--- src/rtl/fu_branch_pipe.sv ---
// Pipelined branch/jump functional unit: compare, target and link computed in stage 0, then carried LATENCY deep.
// Optional prediction check enabled by defining FU_BRANCH_PREDCHK_EN.
module fu_branch_pipe #(
  parameter int XLEN    = 32,
  parameter int TAG_W   = 4,
  parameter int LATENCY = 2
) (
  input  logic             clk,
  input  logic             rst_n,
  input  logic             flush,
  input  logic             in_valid,
  output logic             in_ready,
  input  logic [TAG_W-1:0] in_tag,
  input  logic             jump,
  input  logic             jalr,
  input  logic [2:0]       cmp_ctrl,
  input  logic [XLEN-1:0]  rs1_data,
  input  logic [XLEN-1:0]  rs2_data,
  input  logic [XLEN-1:0]  imm,
  input  logic [XLEN-1:0]  pc,
`ifdef FU_BRANCH_PREDCHK_EN
  input  logic             pred_taken,
  input  logic [XLEN-1:0]  pred_target,
  output logic             mispredict,
`endif
  output logic             out_valid,
  input  logic             out_ready,
  output logic [TAG_W-1:0] out_tag,
  output logic             taken,
  output logic             cmp_res,
  output logic [XLEN-1:0]  pc_jump,
  output logic [XLEN-1:0]  pc_wb,
  output logic             misalign
);

  if (LATENCY < 1 || LATENCY > 4) begin : g_latency_check
    $error("fu_branch_pipe: LATENCY must be in 1..4");
  end

  typedef struct packed {
    logic [TAG_W-1:0] tag;
    logic             taken;
    logic             cmp_res;
    logic [XLEN-1:0]  pc_jump;
    logic [XLEN-1:0]  pc_wb;
    logic             misalign;
`ifdef FU_BRANCH_PREDCHK_EN
    logic             mispredict;
`endif
  } payload_t;

  logic [LATENCY-1:0] valid_q, valid_d;
  payload_t           data_q [LATENCY];
  payload_t           data_d [LATENCY];
  payload_t           s0;
  logic               adv;

  logic             lt_s, ltu_s, eq_s;
  logic [XLEN-1:0]  base_s, sum_s;

  always_comb begin
    eq_s   = (rs1_data == rs2_data);
    lt_s   = ($signed(rs1_data) < $signed(rs2_data));
    ltu_s  = (rs1_data < rs2_data);
    base_s = jalr ? rs1_data : pc;
    sum_s  = imm + base_s;
    // JALR clears bit 0 of the computed target
    if (jalr) sum_s[0] = 1'b0;

    s0         = '0;
    s0.tag     = in_tag;
    unique case (cmp_ctrl)
      3'b001:  s0.cmp_res = eq_s;
      3'b010:  s0.cmp_res = !eq_s;
      3'b011:  s0.cmp_res = lt_s;
      3'b100:  s0.cmp_res = ltu_s;
      3'b101:  s0.cmp_res = !lt_s;
      3'b110:  s0.cmp_res = !ltu_s;
      default: s0.cmp_res = 1'b0;
    endcase
    s0.taken    = jump | s0.cmp_res;
    s0.pc_jump  = sum_s;
    s0.pc_wb    = pc + XLEN'(4);
    s0.misalign = s0.taken & (|sum_s[1:0]);
`ifdef FU_BRANCH_PREDCHK_EN
    s0.mispredict = (s0.taken != pred_taken) |
                    (s0.taken & pred_taken & (sum_s != pred_target));
`endif
  end

  assign out_valid = valid_q[LATENCY-1];
  assign adv       = !out_valid | out_ready;
  assign in_ready  = adv;

  // Whole pipe moves together; flush overrides both advance and stall
  always_comb begin
    valid_d = valid_q;
    data_d  = data_q;
    if (adv) begin
      valid_d[0] = in_valid;
      data_d[0]  = s0;
      for (int i = 1; i < LATENCY; i++) begin
        valid_d[i] = valid_q[i-1];
        data_d[i]  = data_q[i-1];
      end
    end
    if (flush) valid_d = '0;
  end

  always_ff @(posedge clk or negedge rst_n) begin
    if (!rst_n) begin
      valid_q <= '0;
      for (int i = 0; i < LATENCY; i++) data_q[i] <= '0;
    end else begin
      valid_q <= valid_d;
      data_q  <= data_d;
    end
  end

  assign out_tag  = data_q[LATENCY-1].tag;
  assign taken    = data_q[LATENCY-1].taken;
  assign cmp_res  = data_q[LATENCY-1].cmp_res;
  assign pc_jump  = data_q[LATENCY-1].pc_jump;
  assign pc_wb    = data_q[LATENCY-1].pc_wb;
  assign misalign = data_q[LATENCY-1].misalign;
`ifdef FU_BRANCH_PREDCHK_EN
  assign mispredict = data_q[LATENCY-1].mispredict;
`endif

endmodule

--- config.mk ---
export PLATFORM = sky130hd
export DESIGN_NAME = fu_branch_pipe
export DESIGN_NICKNAME = d
export VERILOG_FILES = /design/src/rtl/fu_branch_pipe.sv
export SDC_FILE = /design/constraint.sdc
export NUM_CORES = 1
export LEC_CHECK = 0
export BUFFER_PORTS_ARGS = -buffer_cell sky130_fd_sc_hd__buf_2
export CAP_MARGIN = 20
export CORE_ASPECT_RATIO = 1.4
export CORE_MARGIN = 2
export CORE_UTILIZATION = 30
export CTS_BUF_LIST = sky130_fd_sc_hd__clkbuf_4 sky130_fd_sc_hd__clkbuf_8 sky130_fd_sc_hd__clkbuf_16
export CTS_CLUSTER_SIZE = 16
export DETAILED_ROUTE_END_ITERATION = 16
export PLACE_DENSITY_LB_ADDON = 0.1
export SLEW_MARGIN = 5
export SYNTH_ARGS = -nofsm -noshare
export SYNTH_HDL_FRONTEND = slang
export SYNTH_SLANG_ARGS = --single-unit
--- constraint.sdc ---
create_clock -name clk -period 2.28 [get_ports clk]
set_clock_uncertainty 0.1 [all_clocks]
set_input_delay 0.114 -clock clk [delete_from_list [all_inputs] [get_ports clk]]
set_output_delay 0.114 -clock clk [all_outputs]
set_load 0.05 [all_outputs]
==> out/metrics.cfg, run 1 <==
[global_route]
grt_pass1_wl_mm=44.8
met3_usage_pct=2.68
grt_pass1_vias=8507
grt.met1_usage_pct=22.4
grt_max_degree=62
met2_usage_pct=31.6
gr-max-usage-layer=met2
gr-usage-all-layers_pct=18.5
antenna_found_initial=2
grt-ovfl-total=0

[floorplanning]
fp.dieH_um=210
initial_core_util_pct=30.4
io_pins=215
rows=75
die_w_um=151
coreArea_um2=29900
die_area_um2=31800

[placed_design]
dpl_cell_area_um2=11400
gp_congestion=0.895
place_ws_ns=-0.897
place_inst=1726
hpwl_mm=22.6
port_buffers=214

[final_layout]
final_common_cell=nand2_1
fin_util_pct=42.3
n_fill_cell=3054
final_cell_mix=nand2_1, buf_2, buf_4
layout.cells.non_filler=1795
final_area_um2=12700
area_growth_pct=38.9
drive_above_1_share_pct=35.8
fin_nets=1602

[route]
drc=0
wl_mm=28.5
drt_first_pass_iters=4
via_count=8229
drt-initial-drc-count=253
viasPerCell=4.58
wl_per_cell_um=15.9
ant_nets=0

[setup_path]
crit_slowest_cell=fa_2
crit_path_max_fanout=6
crit_chain=buf_12 -> mux2_4 -> ha_4 -> fa_2 -> a211oi_2 -> o21bai_2 -> a211o_1 -> a41oi_4 -> buf_6 -> o221a_4 -> nor2b_4 -> xor2_1 -> o21ai_1
cp-end-kind=register
path_buf_inv=2
startpoint_type=primary input
path_delay_family=compound AO/OA/AOI/OAI gates
max_stage_delay_ns=0.34
path_depth=13
r2r_cells=6
critPathRequiredTime_ns=2.51
crit_type=primary input to register
cp.arrival_ns=2.71

[sta]
slew_headroom_pct=60.4
finalMaxSlewViolations=0
hold_slack_ns=0.0265
hold_violations=0
fmax_mhz=403
period_minus_slack_ns=2.48
setup_viol=10
rsz0062_at_grt=true
tightest_slew_ns=0.589
fin_ws_ns=-0.204
period_share_pct=109

[job]
cap_violations=0

[synthesis]
ys_ff_latch=144
synth_cell_types=64
postSynthCellCount=1075
async_reset_ff_share_pct=100
synth_edf_count=0
synth.avg_cell_area_um2=8.48
syn-num-nets=1282
synth_warnings=0
syn-cell-area_um2=9110
synth-main-ff-cell=dfrtp_1
yosysSeqAreaShare_pct=39.5

[power_and_ir_drop]
cellLeakagePower_nw=6.30
power.density_nw_per_um2=740
vdd_drop_max_v=0.000516

[cts]
numCtsBuffers=17
cts_root_buffer=clkbuf_16
cts_htree_levels=4
cts_tree=built
cts_max_path_buffers=2
cts_sinks=144
clk_latency_ns=0.44
clk_pin_slew_ns=0.06

[run_status]
outcome=finished, violations left
violations=negative setup slack

[min_path]
hp-class=primary input to register
worstHoldPathCells=4

[through the flow]
| stage | setup TNS [ns] | power, mW |
|---|---|---|
| after CTS | -1.38 | 9.44 |
| after floorplan | -5.89 | 5.40 |
| after global routing | -3.08 | 9.91 |
| after global placement | -15.15 | 6.19 |
| after detailed placement | -15.55 | 6.21 |
| final | -1.27 | 9.37 |
[metal layers]
layer,part of all wire [%],wire (um)
met1,43,12200
met3,3.4,970
met5,0,0
met2,50,14200
met4,4.0,1130
[power by group]
part           switching [mW]  total [mW]  internal [mW]
Clock                    1.18        3.08           1.89
Sequential              0.235        3.21           2.98
Combinational            1.91        3.08           1.17
[state kept, by name, summed over array words and instances, names as in the netlist]
signal / count
taken: 1
data_q: 71
pc_wb: 32
cmp_res: 1
valid_q: 2
misalign: 1
pc_jump: 32
out_tag: 4
[kinds of logic (layout without fill, tap and decap cells)]
family                   after synthesis  in the layout  synth area share, %
AND/OR/NAND/NOR                      437            437                 20.2
AO/OA/AOI/OAI                        189            189                 13.2
flip-flops                           144            144                 39.5
XOR/XNOR                              47             47                 4.52
adder cells (fa/ha/maj)               65             65                 9.01
buffers and inverters                159            492                 9.43
other                                  0              2                    0
multiplexers                          34             34                 4.15
[Yosys cell counts, types with 4 or more instances]
| cell type | count | area, um^2 |
|---|---|---|
| xnor2_1 | 23 | 201 |
| a21oi_1 | 53 | 265 |
| o21a_1 | 5 | 37.5 |
| buf_4 | 68 | 510 |
| o21bai_1 | 4 | 30.0 |
| and3_1 | 7 | 43.8 |
| nor2_1 | 34 | 128 |
| nand3_1 | 21 | 105 |
| nand4_1 | 17 | 106 |
| a21o_1 | 16 | 120 |
| mux2i_1 | 4 | 40.0 |
| xor2_1 | 24 | 210 |
| a211oi_1 | 12 | 90.1 |
| mux2_2 | 30 | 338 |
| dfrtp_1 | 144 | 3600 |
| and4_1 | 4 | 35.0 |
| nor3_1 | 8 | 40.0 |
| o31ai_1 | 6 | 45.0 |
| inv_1 | 52 | 195 |
| nor4_1 | 7 | 43.8 |
| nor2b_1 | 6 | 37.5 |
| buf_1 | 5 | 18.8 |
| clkbuf_1 | 32 | 120 |
| or3_1 | 4 | 25.0 |
| ha_1 | 64 | 801 |
| o21ai_0 | 60 | 300 |
| nand2_1 | 317 | 1190 |
[layout make-up]
type / count / area [um^2] / area share [%]
Inverter: 53 / 204 / 1.61
Tap cell: 385 / 482 / 3.81
Timing Repair Buffer: 407 / 2670 / 21.1
Antenna cell: 2 / 5.00 / 0.0395
Multi-Input combinational cell: 772 / 5060 / 40.0
Clock buffer: 21 / 455 / 3.60
Sequential cell: 144 / 3600 / 28.5
Clock inverter: 11 / 179 / 1.41
[path summary, 6_finish.rpt]
check | endpoint | slack (ns) | from
min reg2reg | pc_wb[17]$_DFFE_PN0P_ | 0.36 | pc_wb[17]$_DFFE_PN0P_
max in group asynchronous | pc_wb[23]$_DFFE_PN0P_ | 1.27 | rst_n
min | data_q[92]$_DFFE_PN0P_ | 0.03 | pc[20]
max | data_q[132]$_DFFE_PN0P_ | -0.20 | jalr
max reg2reg | valid_q[0]$_DFFE_PN0P_ | 0.19 | valid_q[1]$_DFFE_PN0P_
min in group asynchronous | pc_jump[7]$_DFFE_PN0P_ | 0.10 | rst_n
[repair_timing]
action | CTS | global route
hold endpoints to repair | 78 | 0
buffers inserted | 2 | 4
gates resized for setup | 17 | 38
endpoints found under the setup margin | 19 | 20
pin swaps | 11 | 21
hold buffers | 29 | 0
[tightest hold or removal path, cell delays in order]
cell and delay, ns:
buf_2 0.12, buf_4 0.12, xor2_1 0.05, o21ai_0 0.13
No activity file was read; power rests on OpenSTA's default activity.
==> run 2, diff against run 1 <==
CORE_ASPECT_RATIO = 1.2   (was 1.4)
REMOVE_ABC_BUFFERS = 1   (was default)
==> out/metrics.cfg, run 2 (synthesis results as in run 1) <==
[global_route]
gr-usage-all-layers_pct=17.9
grt_max_degree=53
grt_pass1_wl_mm=43.8
grt-ovfl-total=0
antenna_found_initial=4
grt_pass1_vias=8161

[route]
wl_per_cell_um=15.7
via_count=8181
drt_first_pass_iters=4
wl_mm=28.3
ant_nets=0
drc=0
drt-initial-drc-count=324
viasPerCell=4.55

[power_and_ir_drop]
vdd_drop_max_v=0.000390
cellLeakagePower_nw=6.27
power.density_nw_per_um2=732

[final_layout]
largest_register=data_q
largest_reg_flops=71
area_growth_pct=37.7
drive_above_1_share_pct=35.3
fin_nets=1598
final_area_um2=12500
final_common_cell=nand2_1
final_cell_mix=nand2_1, buf_2, buf_4

[sta]
hold_violations=0
fmax_mhz=410
rsz0062_at_grt=true
period_minus_slack_ns=2.44
setup_viol=17
slew_headroom_pct=64.2
finalMaxSlewViolations=0
setup_tns_ns=-1.75
period_share_pct=107
fin_ws_ns=-0.162
tightest_slew_ns=0.534

[floorplanning]
initial_core_util_pct=30.6
io_pins=215
fp.dieH_um=195
coreArea_um2=29800
rows=69
die_area_um2=31800
die_w_um=163

[setup_path]
cp.arrival_ns=2.67
cp-end-kind=register
startpoint_type=primary input
crit_type=primary input to register
crit_path_max_fanout=8
critPathRequiredTime_ns=2.51

[cts]
clk_pin_slew_ns=0.07
cts_htree_levels=4
cts_sinks=144
cts_tree=built
cts_max_path_buffers=2
numCtsBuffers=17
clk_latency_ns=0.43
cts_root_buffer=clkbuf_16

[run_status]
violations=negative setup slack
outcome=finished, violations left

[placed_design]
gp_congestion=0.851
port_buffers=214
hpwl_mm=22.0
dpl_cell_area_um2=11300
place_ws_ns=-1.03

[min_path]
hp-class=primary input to register

[job]
cap_violations=0

## run 2: worst max-delay path, cell delays in order
cell	delay, ns
buf_12	0.11
buf_6	0.13
mux2_2	0.35
ha_1	0.29
a21o_1	0.21
a221oi_2	0.27
o21ba_1	0.18
o221a_4	0.21
a31oi_4	0.10
o21a_1	0.19
or3_1	0.30
a31o_1	0.21
## run 2: final cells by class
class / count / area [um^2]
flip-flops and latches: 144 / 3600
multi-input cells: 772 / 4950
well taps: 390 / 488
fillers: 3094 / 17200
repair buffers: 403 / 2690
clock inverters: 13 / 151
inverters: 53 / 201
clock buffers: 19 / 453
diodes: 5 / 12.5
## run 2: what timing repair did
item | CTS | global route
pin swaps | 15 | 20
hold buffers | 28 | 0
buffers inserted | 5 | 4
endpoints found under the setup margin | 25 | 27
gates resized for setup | 30 | 47
hold endpoints to repair | 156 | 0
## run 2: metal layers
metal / part of all wire, % / routed length [um] / global-route usage (%)
met5: 0 / 0 / 0
met4: 2.6 / 725 / 6.65
met3: 3.1 / 885 / 2.82
met2: 50 / 14100 / 30.4
met1: 45 / 12600 / 22.9
## run 2: stage by stage
stage	hold slack, ns	std cells	total power, mW	util (%)
finish	0.0116	1799	9.19	42.1
global route	0.0157	1796	9.72	42.1
CTS	0.00202	1791	9.24	41.4
detailed placement	-0.00219	1726	6.14	37.8
global placement	-0.00901	1726	6.13	37.8
floorplan	-0.282	969	5.01	-
## run 2: final timing paths
| kind | start | to | slack (ns) | cells past startpoint |
|---|---|---|---|---|
| min in group asynchronous | rst_n | pc_jump[5]$_DFFE_PN0P_ | 0.08 | 2 |
| max reg2reg | valid_q[1]$_DFFE_PN0P_ | valid_q[0]$_DFFE_PN0P_ | 0.47 | 5 |
| min | pc[14] | data_q[86]$_DFFE_PN0P_ | 0.01 | 4 |
| min reg2reg | pc_wb[11]$_DFFE_PN0P_ | pc_wb[11]$_DFFE_PN0P_ | 0.36 | 2 |
| max | jalr | data_q[133]$_DFFE_PN0P_ | -0.16 | 12 |
| max in group asynchronous | rst_n | pc_wb[30]$_DFFE_PN0P_ | 1.31 | 3 |
## run 2: report_power, final
| group | switching, mW | internal (mW) | total (mW) |
|---|---|---|---|
| Sequential | 0.224 | 2.98 | 3.20 |
| Combinational | 1.90 | 1.16 | 3.06 |
| Clock | 1.23 | 1.69 | 2.92 |
==> run 3, diff against run 2 <==
ABC_AREA = 1   (was default)
==> out/metrics.cfg, run 3 <==
[run_status]
outcome=finished, final reports clean

[sta]
hold_violations=0
tightest_slew_ns=0.685
fmax_mhz=467
period_share_pct=94.0
finalMaxSlewViolations=0
fin_ws_ns=0.138
period_minus_slack_ns=2.14
slew_headroom_pct=54.4
rsz0062_at_grt=false
setup_viol=0

[synthesis]
synth_compound_area_share_pct=12.1
ys_top_cells_by_area=dfrtp_1, nand2_1, ha_1
yosys.cell_count.top_type=nand2_1
postSynthCellCount=1316
yosys.area.top_type=dfrtp_1
yosysSeqAreaShare_pct=37.2
syn-cell-area_um2=9680
yosys.area_share.simple_pct=27.0
synth.avg_cell_area_um2=7.35
synth_cell_types=48
synth_warnings=0
ys_ff_latch=144
synthXorXnorAreaFrac_pct=2.99
synthAdderAreaFrac_pct=8.48
synth_top_family_by_area=simple AND/OR/NAND/NOR gates
async_reset_ff_share_pct=100
synth.mux.area_fraction_pct=0
synthTopCellsByCount=nand2_1, dfrtp_1, inv_1
synth-main-ff-cell=dfrtp_1
yosys.area.top_type_share_pct=37.2
synth_edf_count=0

[min_path]
hold_path_end=data_q[89]$_DFFE_PN0P_
worstHoldPathCells=4
hold_path_startpoint=pc[17]
hp-class=primary input to register

[floorplanning]
die_w_um=168
rows=72
coreArea_um2=32000
fp.dieH_um=201
initial_core_util_pct=30.3
io_pins=215
die_area_um2=33700

[global_route]
antenna_found_initial=1
gr-usage-all-layers_pct=20.0
grt_max_degree=164
grt_pass1_vias=9258
grt-ovfl-total=0
grt_pass1_wl_mm=51.6

[final_layout]
final_area_um2=12700
area_growth_pct=30.8
largest_reg_flops=71
final_cell_mix=nand2_1, buf_2, dfrtp_1
largest_register=data_q
n_fill_cell=3411
drive_above_1_share_pct=26.8
fin_util_pct=39.6
fin_nets=1812
final_common_cell=nand2_1

[placed_design]
place_ws_ns=-0.471
hpwl_mm=26.5
gp_congestion=0.904
port_buffers=214
dpl_cell_area_um2=11800

[route]
drt-initial-drc-count=452
wl_mm=33.4
viasPerCell=4.53
via_count=9172
drc=0
wl_per_cell_um=16.5
drt_first_pass_iters=5
ant_nets=0

[setup_path]
timing.rr.start=valid_q[1]$_DFFE_PN0P_
crit_type=primary input to register
critPathRequiredTime_ns=2.50
crit_path_max_fanout=3
startpoint_type=primary input
r2r_cells=4
r2r_end=data_q[122]$_DFFE_PN0P_
cp-end-kind=register
cp.arrival_ns=2.36
reg2reg_slack_ns=0.70

[cts]
cts_root_buffer=clkbuf_16
cts_sinks=144
clk_latency_ns=0.43
numCtsBuffers=17
cts_htree_levels=4
cts_max_path_buffers=2
cts_tree=built
clk_pin_slew_ns=0.06

[power_and_ir_drop]
power.density_nw_per_um2=743
vdd_drop_max_v=0.000412
cellLeakagePower_nw=6.60

[job]
cap_violations=0

-- run 3: cell count changes after synthesis, sizes merged, moves of 7 or more --
cell | previous run | this run
nand2 | 317 | 431
nand3 | 21 | 46
and3 | 8 | 0
nor3 | 8 | 24
inv | 53 | 141
a211oi | 13 | 0
xnor2 | 23 | 12
a21o | 16 | 4
mux2 | 30 | 0
a31oi | 2 | 11
or2 | 1 | 8
o21ai | 64 | 128
nor2 | 34 | 80
-- run 3: how the worst max path moves through the flow --
stage                     cells after the start                      end                    from  slack [ns]
after CTS                                    14  data_q[128]$_DFFE_PN0P_                   pc[1]        0.05
after global routing                         15  data_q[130]$_DFFE_PN0P_                    jalr       0.008
after detailed placement                     12  data_q[128]$_DFFE_PN0P_                    jalr       -0.47
final                                        15  data_q[134]$_DFFE_PN0P_                   pc[1]        0.14
after global placement                       12  data_q[128]$_DFFE_PN0P_                    jalr       -0.48
after floorplan                               5   valid_q[0]$_DFFE_PN0P_  valid_q[1]$_DFFE_PN0P_       -6.52
-- run 3: per-stage QoR --
step	hold slack [ns]	std cells	power [mW]	setup TNS, ns
after global placement	-0.103	1971	6.31	-3.77
after detailed placement	-0.106	1971	6.32	-3.76
final	0.0147	2025	9.40	0
after CTS	0.00144	2023	9.53	0
after floorplan	-0.282	1211	5.07	-781.62
after global routing	0.0318	2024	9.95	0
-- run 3: kinds of logic after synthesis --
family / Yosys count
XOR/XNOR: 33
adder cells (fa/ha/maj): 65
buffers and inverters: 246
AND/OR/NAND/NOR: 616
flip-flops: 144
AO/OA/AOI/OAI: 212
-- run 3: cell type report --
class                   instances  area, um^2  area share [%]
multi-input cells             926        4920            38.9
flip-flops and latches        144        3600            28.5
repair buffers                375        2450            19.3
inverters                     141         532            4.20
well taps                     407         509            4.02
clock buffers                  22         482            3.81
clock inverters                 9         155            1.23
diodes                          1        2.50          0.0198
-- run 3: repair_timing --
| item | 4_1_cts | 5_1_grt |
|---|---|---|
| hold buffers | 21 | 0 |
| pin swaps | 0 | 4 |
| buffers inserted | 0 | 1 |
| endpoints found under the setup margin | 1 | 7 |
| gates resized for setup | 1 | 9 |
| endpoints found under the hold margin | 164 | 0 |
| cloned | 0 | 0 |
-- run 3: metal layers --
| layer | routed length (um) | vias up | track usage (%) | part of all wire, % |
|---|---|---|---|---|
| met4 | 680 | 2 | 5.87 | 2.0 |
| li1 | - | 4735 | - | - |
| met2 | 15900 | 190 | 33.8 | 48 |
| met1 | 15400 | 4217 | 26.5 | 46 |
| met5 | 13 | - | 0 | 0.039 |
| met3 | 1330 | 28 | 3.08 | 4.0 |
-- run 3: report_power, final --
part | switching [mW] | leakage (nW) | internal [mW]
Clock | 1.18 | 0.313 | 1.94
Combinational | 2.04 | 4.59 | 1.05
Sequential | 0.213 | 1.70 | 2.98
-- run 3: critical path: stages --
cell	delay, ns
dlygate4sd3_1	0.60
nand2_1	0.10
nand2_2	0.07
fa_2	0.39
nand2_2	0.08
a21oi_2	0.08
a21oi_2	0.18
inv_1	0.06
nand2_1	0.07
nand2_2	0.09
buf_4	0.16
nand4_1	0.14
nand2_1	0.07
nand2_1	0.06
a31oi_1	0.07
